`config.mk`:
```
export PLATFORM = sky130hd
export DESIGN_NAME = intersection_phase_scheduler
export DESIGN_NICKNAME = d
export VERILOG_FILES = /design/src/rtl/intersection_phase_scheduler.sv
export SDC_FILE = /design/constraint.sdc
export NUM_CORES = 1
export LEC_CHECK = 0
export BUFFER_PORTS_ARGS = -buffer_cell sky130_fd_sc_hd__buf_2
export CORE_UTILIZATION = 30
export DETAILED_ROUTE_END_ITERATION = 10
export PLACE_DENSITY = 0.54
export SLEW_MARGIN = 30
export SYNTH_ARGS = -nofsm -noshare
export SYNTH_HDL_FRONTEND = slang
export SYNTH_SLANG_ARGS = --single-unit
```
`constraint.sdc`:
```
create_clock -name clock -period 5.2 [get_ports clock]
set_input_delay 0 -clock clock [delete_from_list [all_inputs] [get_ports clock]]
set_output_delay 0 -clock clock [all_outputs]
set_load 0.05 [all_outputs]
```
`src/rtl/intersection_phase_scheduler.sv`:
```
// Two-road intersection sequencer: fixed yellow/all-red clearances, minimum main green,
// latched side/pedestrian demand served with a fixed side-green interval.
module intersection_phase_scheduler #(
  parameter int unsigned ALLRED_CYC = 2,
  parameter int unsigned MAIN_MIN   = 15,
  parameter int unsigned SIDE_GRN   = 10,
  parameter int unsigned YELLOW_CYC = 5,
  parameter int unsigned CNT_W      = 8
) (
  input  logic       clock,
  input  logic       reset_n,
  input  logic       side_req,
  output logic       main_red,
  output logic       main_yellow,
  output logic       main_green,
  output logic       side_red,
  output logic       side_yellow,
  output logic       side_green,
  output logic       walk,
  output logic [2:0] phase,
  output logic       req_pending
);

  typedef enum logic [2:0] {
    AR_M = 3'd0,
    MG   = 3'd1,
    MY   = 3'd2,
    AR_S = 3'd3,
    SG   = 3'd4,
    SY   = 3'd5
  } phase_t;

  localparam logic [CNT_W-1:0] ALLRED_N = CNT_W'(ALLRED_CYC);
  localparam logic [CNT_W-1:0] MIN_N    = CNT_W'(MAIN_MIN);
  localparam logic [CNT_W-1:0] SIDE_N   = CNT_W'(SIDE_GRN);
  localparam logic [CNT_W-1:0] YELLOW_N = CNT_W'(YELLOW_CYC);
  localparam logic [CNT_W-1:0] ONE_N    = CNT_W'(1);

  phase_t           state_q;
  phase_t           state_d;
  logic [CNT_W-1:0] cnt_q;
  logic [CNT_W-1:0] cnt_d;
  logic             latch_d;
  logic [5:0]       lamps_d;

  // Phase sequencing; cnt_q holds cycles spent in the phase including the current one
  always_comb begin
    state_d = state_q;
    unique case (state_q)
      AR_M:    if (cnt_q == ALLRED_N) state_d = MG;
      MG:      if ((cnt_q >= MIN_N) && req_pending) state_d = MY;
      MY:      if (cnt_q == YELLOW_N) state_d = AR_S;
      AR_S:    if (cnt_q == ALLRED_N) state_d = SG;
      SG:      if (cnt_q == SIDE_N) state_d = SY;
      SY:      if (cnt_q == YELLOW_N) state_d = AR_M;
      default: state_d = AR_M;
    endcase
  end

  // Counter reloads on phase entry and saturates while main green rests
  always_comb begin
    cnt_d = cnt_q + ONE_N;
    if (state_d != state_q) begin
      cnt_d = ONE_N;
    end else if ((state_q == MG) && (cnt_q >= MIN_N)) begin
      cnt_d = MIN_N;
    end
  end

  // Demand latch: entering side green clears it, and that clear beats a same-edge set
  always_comb begin
    latch_d = req_pending;
    if ((state_d == SG) && (state_q != SG)) begin
      latch_d = 1'b0;
    end else if (side_req && (state_q != SG)) begin
      latch_d = 1'b1;
    end
  end

  // Lamp pattern {main r,y,g, side r,y,g} of the phase being entered
  always_comb begin
    lamps_d = 6'b100_100;
    unique case (state_d)
      AR_M:    lamps_d = 6'b100_100;
      MG:      lamps_d = 6'b001_100;
      MY:      lamps_d = 6'b010_100;
      AR_S:    lamps_d = 6'b100_100;
      SG:      lamps_d = 6'b100_001;
      SY:      lamps_d = 6'b100_010;
      default: lamps_d = 6'b100_100;
    endcase
  end

  always_ff @(posedge clock) begin
    if (!reset_n) begin
      state_q     <= AR_M;
      cnt_q       <= '0;
      req_pending <= 1'b0;
      main_red    <= 1'b1;
      main_yellow <= 1'b0;
      main_green  <= 1'b0;
      side_red    <= 1'b1;
      side_yellow <= 1'b0;
      side_green  <= 1'b0;
      walk        <= 1'b0;
    end else begin
      state_q     <= state_d;
      cnt_q       <= cnt_d;
      req_pending <= latch_d;
      main_red    <= lamps_d[5];
      main_yellow <= lamps_d[4];
      main_green  <= lamps_d[3];
      side_red    <= lamps_d[2];
      side_yellow <= lamps_d[1];
      side_green  <= lamps_d[0];
      walk        <= lamps_d[0];
    end
  end

  assign phase = state_q;

endmodule

```
==> run_results.csv, run 1 <==
group,metric,value,unit
yosys,synth_cell_types,41,
routing,wl_met1,916,µm
clocking,cts_resized,0,
routing,drc_errors,0,
timing,setup_viol,0,
power,leakage,0.4418,nW
routing,top_layer,"met4",
die,fp.coreArea,0.003028,mm²
final_layout,fin_nets,132,
timing,tightest_slew,0.5904,ns
power,fin_total_pwr,385.5,µW
timing,timing.slew.headroom,60.28,%
final_layout,area_growth,15.24,%
timing,tns,0,ns
routing,drtPass1Iterations,4,
yosys,netlist.area_leader.share,37.84,%
worst_setup_path,arrival,2.40,ns
place,hpwl,1.556,mm
grt,grt_max_degree,13,
routing,dr_total_vias,844,
yosys,syn_nets,119,
die,die_area,0.003403,mm²
worst_setup_path,crit_required,5.40,ns
yosys,synth.largest_area_cell,"dfxtp_1",
place,portBuffers,13,
clocking,clk_latency,0.30,ns
run,drv_cap,0,
routing,wl_met2,953,µm
routing,antenna_left,0,
timing,period_minus_slack,2.197,ns
routing,wl,2.011,mm
clocking,path_clk_slew,0.10,ns
timing,final_max_slew_viol_count,0,
worst_setup_path,crit_buf_inv,0,
grt,grt-ovfl-total,0,
worst_setup_path,critical-path-top-delay-family,"simple AND/OR/NAND/NOR gates",
yosys,synth_cells,113,
clocking,cts_tree,"yes",
timing,whs,0.5304,ns
routing,wl_per_cell,11.90,µm
die,fp.dieW,58.34,µm
yosys,netlist_area,952.2,µm²
timing,fin_skew,0.007908,ns
yosys,synthTopCellsByCount,"dfxtp_1 (18), nor2_1 (9), nand2_1 (8)",
timing,hold_viol,0,
die,fp.dieH,58.34,µm
die,ios,14,
worst_setup_path,end_kind,"flip-flop",
routing,drt_iter0_markers,16,
clocking,cts-root-buf,"clkbuf_4",
timing,grt_setup_unrepaired,"no",
clocking,clock-sinks,18,
yosys,ys_seq_elements,18,
timing,finalCritPeriodShare,42.25,%
clocking,cts-buffers-inserted,3,
final_layout,insertedDiodeCount,0,
yosys,yosysSeqAreaShare,37.84,%
clocking,max-clock-path-buffers,2,
yosys,synth.area.top_cells,"dfxtp_1 (38%), ha_1 (3.9%), xnor2_1 (3.7%), nor2_1 (3.5%), a21oi_1 (3.2%)",
yosys,synth.most_common_cell,"dfxtp_1",
final_layout,fillers,328,
status,status,"completed",
yosys,yosysWarnings,0,
yosys,syn_avg_cell_area,8.426,µm²
grt,grt_usage,13.59,%
worst_setup_path,cp_max_fo,8,
yosys,synth-edff-count,0,
die,start_util,31.45,%
worst_setup_path,crit_chain,"or4_1 -> o21ai_2 -> a21bo_1 -> or3b_4 -> mux2_4",
place,gp_congestion,0.8452,
clocking,cts_htree_levels,1,
final_layout,drive_above_1_share,16.80,%
worst_setup_path,cp_slowest_cell,"or4_1",
worst_setup_path,crit_type,"flip-flop to flip-flop",
yosys,synthArstFlopShare,0,%
power,power-per-cell-area,351.3,mW/mm²
power,vdd_drop_max,130.2,µV
timing,max_freq,455.2,MHz
routing,vias_per_cell,4.994,
routing,wl_met3,91,µm
worst_setup_path,startpoint_type,"flip-flop",
min_path,hp-class,"primary input to flip-flop",
die,core.rowCount,20,
worst_setup_path,slowest_delay,0.69,ns
grt,grt_pass1_wl,3.512,mm
grt,antenna_found_initial,0,
grt,grt_pass1_vias,841,
yosys,synth_flop_cell,"dfxtp_1",
[what timing repair did]
| item | CTS | global route |
|---|---|---|
| hold buffers | 2 | 0 |
| setup buffers | 0 | 0 |
| endpoints found under the hold margin | 2 | 0 |
| endpoints found under the setup margin | 0 | 0 |
[logic make-up (layout without fill, tap and decap cells)]
logic type	count (synthesis)	after routing	synth area share [%]
fa+ha+maj	3	3	3.943
mux	1	1	1.576
simple gates	47	47	27.46
xor+xnor	6	6	5.519
compound gates	25	25	18.00
buf+inv	13	25	5.650
flops	18	18	37.85
[flip-flops by register name (all words and copies together) (netlist names)]
register	cells
cnt_q	8
phase	3
main_green	1
main_red	1
main_yellow	1
req_pending	1
side_red	1
side_yellow	1
walk	1
[final cells by class]
class	count	area [µm²]	share of cell area, %
inverter	6	22.52	2.052
clock buffer	4	36.28	3.307
multi-input combinational	82	538.0	49.03
timing repair buffer	15	85.08	7.754
sequential	18	360.3	32.84
tap	44	55.05	5.017
[layout by cell type, fill, tap and decap left out, types with 3 or more instances in the layout]
cell type  netlist  final
dfxtp_1         18     18
buf_2            1     13
nor2_1           9      9
nand2_1          8      8
inv_1            6      6
nor3_1           6      6
a21oi_1          6      6
nand3_1          5      5
xnor2_1          4      4
a211oi_1         3      3
ha_1             3      3
clkbuf_4         0      3
[worst paths after layout]
check / startpoint / slack, ns / cells after the start / endpoint
worst max-delay path: cnt_q[7]$_SDFF_PP0_ / 3.00 / 5 / main_red$_SDFF_PN1_
worst min-delay path: reset_n / 0.53 / 3 / cnt_q[0]$_SDFF_PN0_
worst max register to register: cnt_q[7]$_SDFF_PP0_ / 3.00 / 5 / main_red$_SDFF_PN1_
worst min register to register: cnt_q[7]$_SDFF_PP0_ / 0.57 / 2 / cnt_q[7]$_SDFF_PP0_
[layer usage]
metal | vias to the layer above | track usage (%)
li1 | 429 | -
met1 | 387 | 15.65
met2 | 20 | 23.15
met3 | 8 | 4.615
met4 | 0 | 5.442
met5 | - | 0
[stage by stage]
stage | cells | setup WS, ns | util [%] | instance area, µm²
final | 169 | 3.003 | 36.24 | 1097
after global routing | 169 | 2.834 | 36.24 | 1097
after CTS | 169 | 3.004 | 36.24 | 1097
after detailed placement | 163 | 3.013 | 34.38 | 1041
after global placement | 163 | 3.030 | 34.38 | 1041
after floorplan | 113 | 2.882 | - | 952.2
[worst reg2reg max path: cells and delay by family, from the launching register on]
| kind | cells | cell delay [ns] |
|---|---|---|
| and+or+nand+nor | 2 | 1.07 |
| AOI/OAI and AO/OA | 2 | 0.45 |
| DFF | 1 | 0.34 |
| muxes | 1 | 0.26 |
[report_power, final]
part | total (mW) | switching [mW] | internal, mW
Combinational | 0.128 | 0.0858 | 0.0423
Sequential | 0.172 | 0.0182 | 0.153
Clock | 0.0858 | 0.0431 | 0.0428
Note: power is estimated with default switching activity, not from simulation.
==> inputs of run 2 (changes only) <==
clock period = 2.1 ns   (was 5.2 ns; I/O delays follow)
==> run 2 against run 1 <==
  * Cell count is 5.9% higher
  * Worst hold slack worse by 0.50 ns
  * Cell area increased by 9.4%
  * Critical endpoint unchanged
  * Largest cell class unchanged
==> run_results.csv, run 2 (synthesized netlist as in run 1, its figures left out) <==
group,metric,value,unit
worst_setup_path,crit_buf_inv,0,
final_layout,layout_common_cells,"dfxtp_1 (15), buf_2 (13), buf_4 (11)",
worst_setup_path,crit_required,2.30,ns
final_layout,drive_above_1_share,28.89,%
die,fp.dieH,58.34,µm
place,pre_cts_slack,0.04379,ns
die,ios,14,
final_layout,area_growth,26.02,%
clocking,cts_htree_levels,1,
die,fp.coreArea,0.003028,mm²
final_layout,mostFrequentLayoutCell,"dfxtp_1",
final_layout,post-route-util,39.63,%
place,hpwl,1.695,mm
worst_setup_path,startpoint_type,"flip-flop",
routing,vias_per_cell,5.006,
timing,max_freq,497.4,MHz
power,combinationalPowerShare,37.7,%
die,core.rowCount,20,
final_layout,insertedDiodeCount,0,
grt,grt_max_degree,13,
timing,period_minus_slack,2.011,ns
final_layout,final_area,0.001200,mm²
grt,grt_usage,14.43,%
clocking,cts_setup_buffers,0,
power,p_seq_share,41.2,%
place,gp_congestion,0.8521,
die,fp.dieW,58.34,µm
power,intPower,637.5,µW
grt,grt-ovfl-total,0,
clocking,clock-sinks,18,
die,start_util,31.45,%
power,switchingPower,385.2,µW
grt,antenna_found_initial,0,
final_layout,fin_cells,179,
power,leakage,0.5004,nW
power,vdd_drop_max,370.7,µV
power,swShare,37.67,%
place,portBuffers,13,
routing,wl,2.242,mm
timing,finalCritPeriodShare,95.74,%
clocking,cts-buffers-inserted,3,
final_layout,fin_nets,142,
place,dp_cells,174,
status,status,"completed",
worst_setup_path,cp_max_fo,4,
clocking,path_clk_slew,0.10,ns
routing,wl_per_cell,12.53,µm
clocking,max-clock-path-buffers,2,
grt,grt_pass1_wl,3.608,mm
timing,hold_viol,0,
worst_setup_path,crit_chain,"or4_4 -> o21ai_2 -> a21bo_1 -> or3b_4 -> mux2_4",
routing,drtPass1Iterations,4,
worst_setup_path,crit_type,"flip-flop to flip-flop",
place,postPlaceCellArea,0.001131,mm²
final_layout,largest_reg_flops,8,
clocking,cts_tree,"yes",
timing,tightest_slew,0.4667,ns
timing,whs,0.02740,ns
timing,fin_ws,0.08937,ns
min_path,hp-class,"primary input to flip-flop",
worst_setup_path,arrival,2.21,ns
timing,final_max_slew_viol_count,0,
die,die_area,0.003403,mm²
timing,setup_viol,0,
final_layout,largest-register,"cnt_q",
clocking,cts-root-buf,"clkbuf_4",
routing,antenna_left,0,
grt,grt_pass1_vias,808,
worst_setup_path,end_kind,"flip-flop",
worst_setup_path,slowest_delay,0.56,ns
power,fin_total_pwr,1.023,mW
worst_setup_path,critical-path-top-delay-family,"simple AND/OR/NAND/NOR gates",
power,power-per-cell-area,852.3,mW/mm²
power,power.share.clock,21.1,%
timing,timing.slew.headroom,68.70,%
timing,tns,0,ns
routing,dr_total_vias,896,
timing,fin_skew,0.001378,ns
run,drv_cap,0,
clocking,clk_latency,0.30,ns
worst_setup_path,r2r_slack,0.09,ns
timing,grt_setup_unrepaired,"no",
routing,drc_errors,0,
routing,drt_iter0_markers,9,
worst_setup_path,cp_slowest_cell,"or4_4",
final_layout,fillers,312,
## run 2: layout make-up
type | count | area (µm²) | share of cell area, %
multi-input combinational | 82 | 564.3 | 47.03
clock buffer | 4 | 36.28 | 3.024
inverter | 6 | 22.52 | 1.877
timing repair buffer | 25 | 157.7 | 13.14
sequential | 18 | 364.1 | 30.34
tap | 44 | 55.05 | 4.588
## run 2: repair_timing
item | 4_1_cts | 5_1_grt
gates resized for setup | 0 | 5
endpoints found under the setup margin | 0 | 12
endpoints found under the hold margin | 1 | 0
hold buffers | 1 | 0
## run 2: worst min-delay path: stages
cell      delay [ns]
buf_2           0.10
a21oi_1         0.13
a211oi_1        0.06
## run 2: path summary, 6_finish.rpt
check,from,end,cells after the start
hold reg to reg,cnt_q[1]$_SDFF_PP0_,cnt_q[1]$_SDFF_PP0_,2
hold / removal,side_req,req_pending$_SDFFE_PP0P_,3
setup reg to reg,cnt_q[7]$_SDFF_PP0_,main_red$_SDFF_PN1_,5
setup / recovery,cnt_q[7]$_SDFF_PP0_,main_red$_SDFF_PN1_,5
## run 2: per-layer routing
layer	part of all wire, %	GRT usage, %
met1	46	17.30
met3	5.7	4.615
met2	47	23.65
met4	1.5	6.463
met5	0	0
## run 2: power groups by stage
stage	clock (mW)	combinational, mW	sequential (mW)
after floorplan	0	0.193	0.491
after global placement	0	0.365	0.428
after detailed placement	0	0.364	0.428
after CTS	0.224	0.367	0.420
after global routing	0.238	0.419	0.428
final	0.216	0.386	0.421
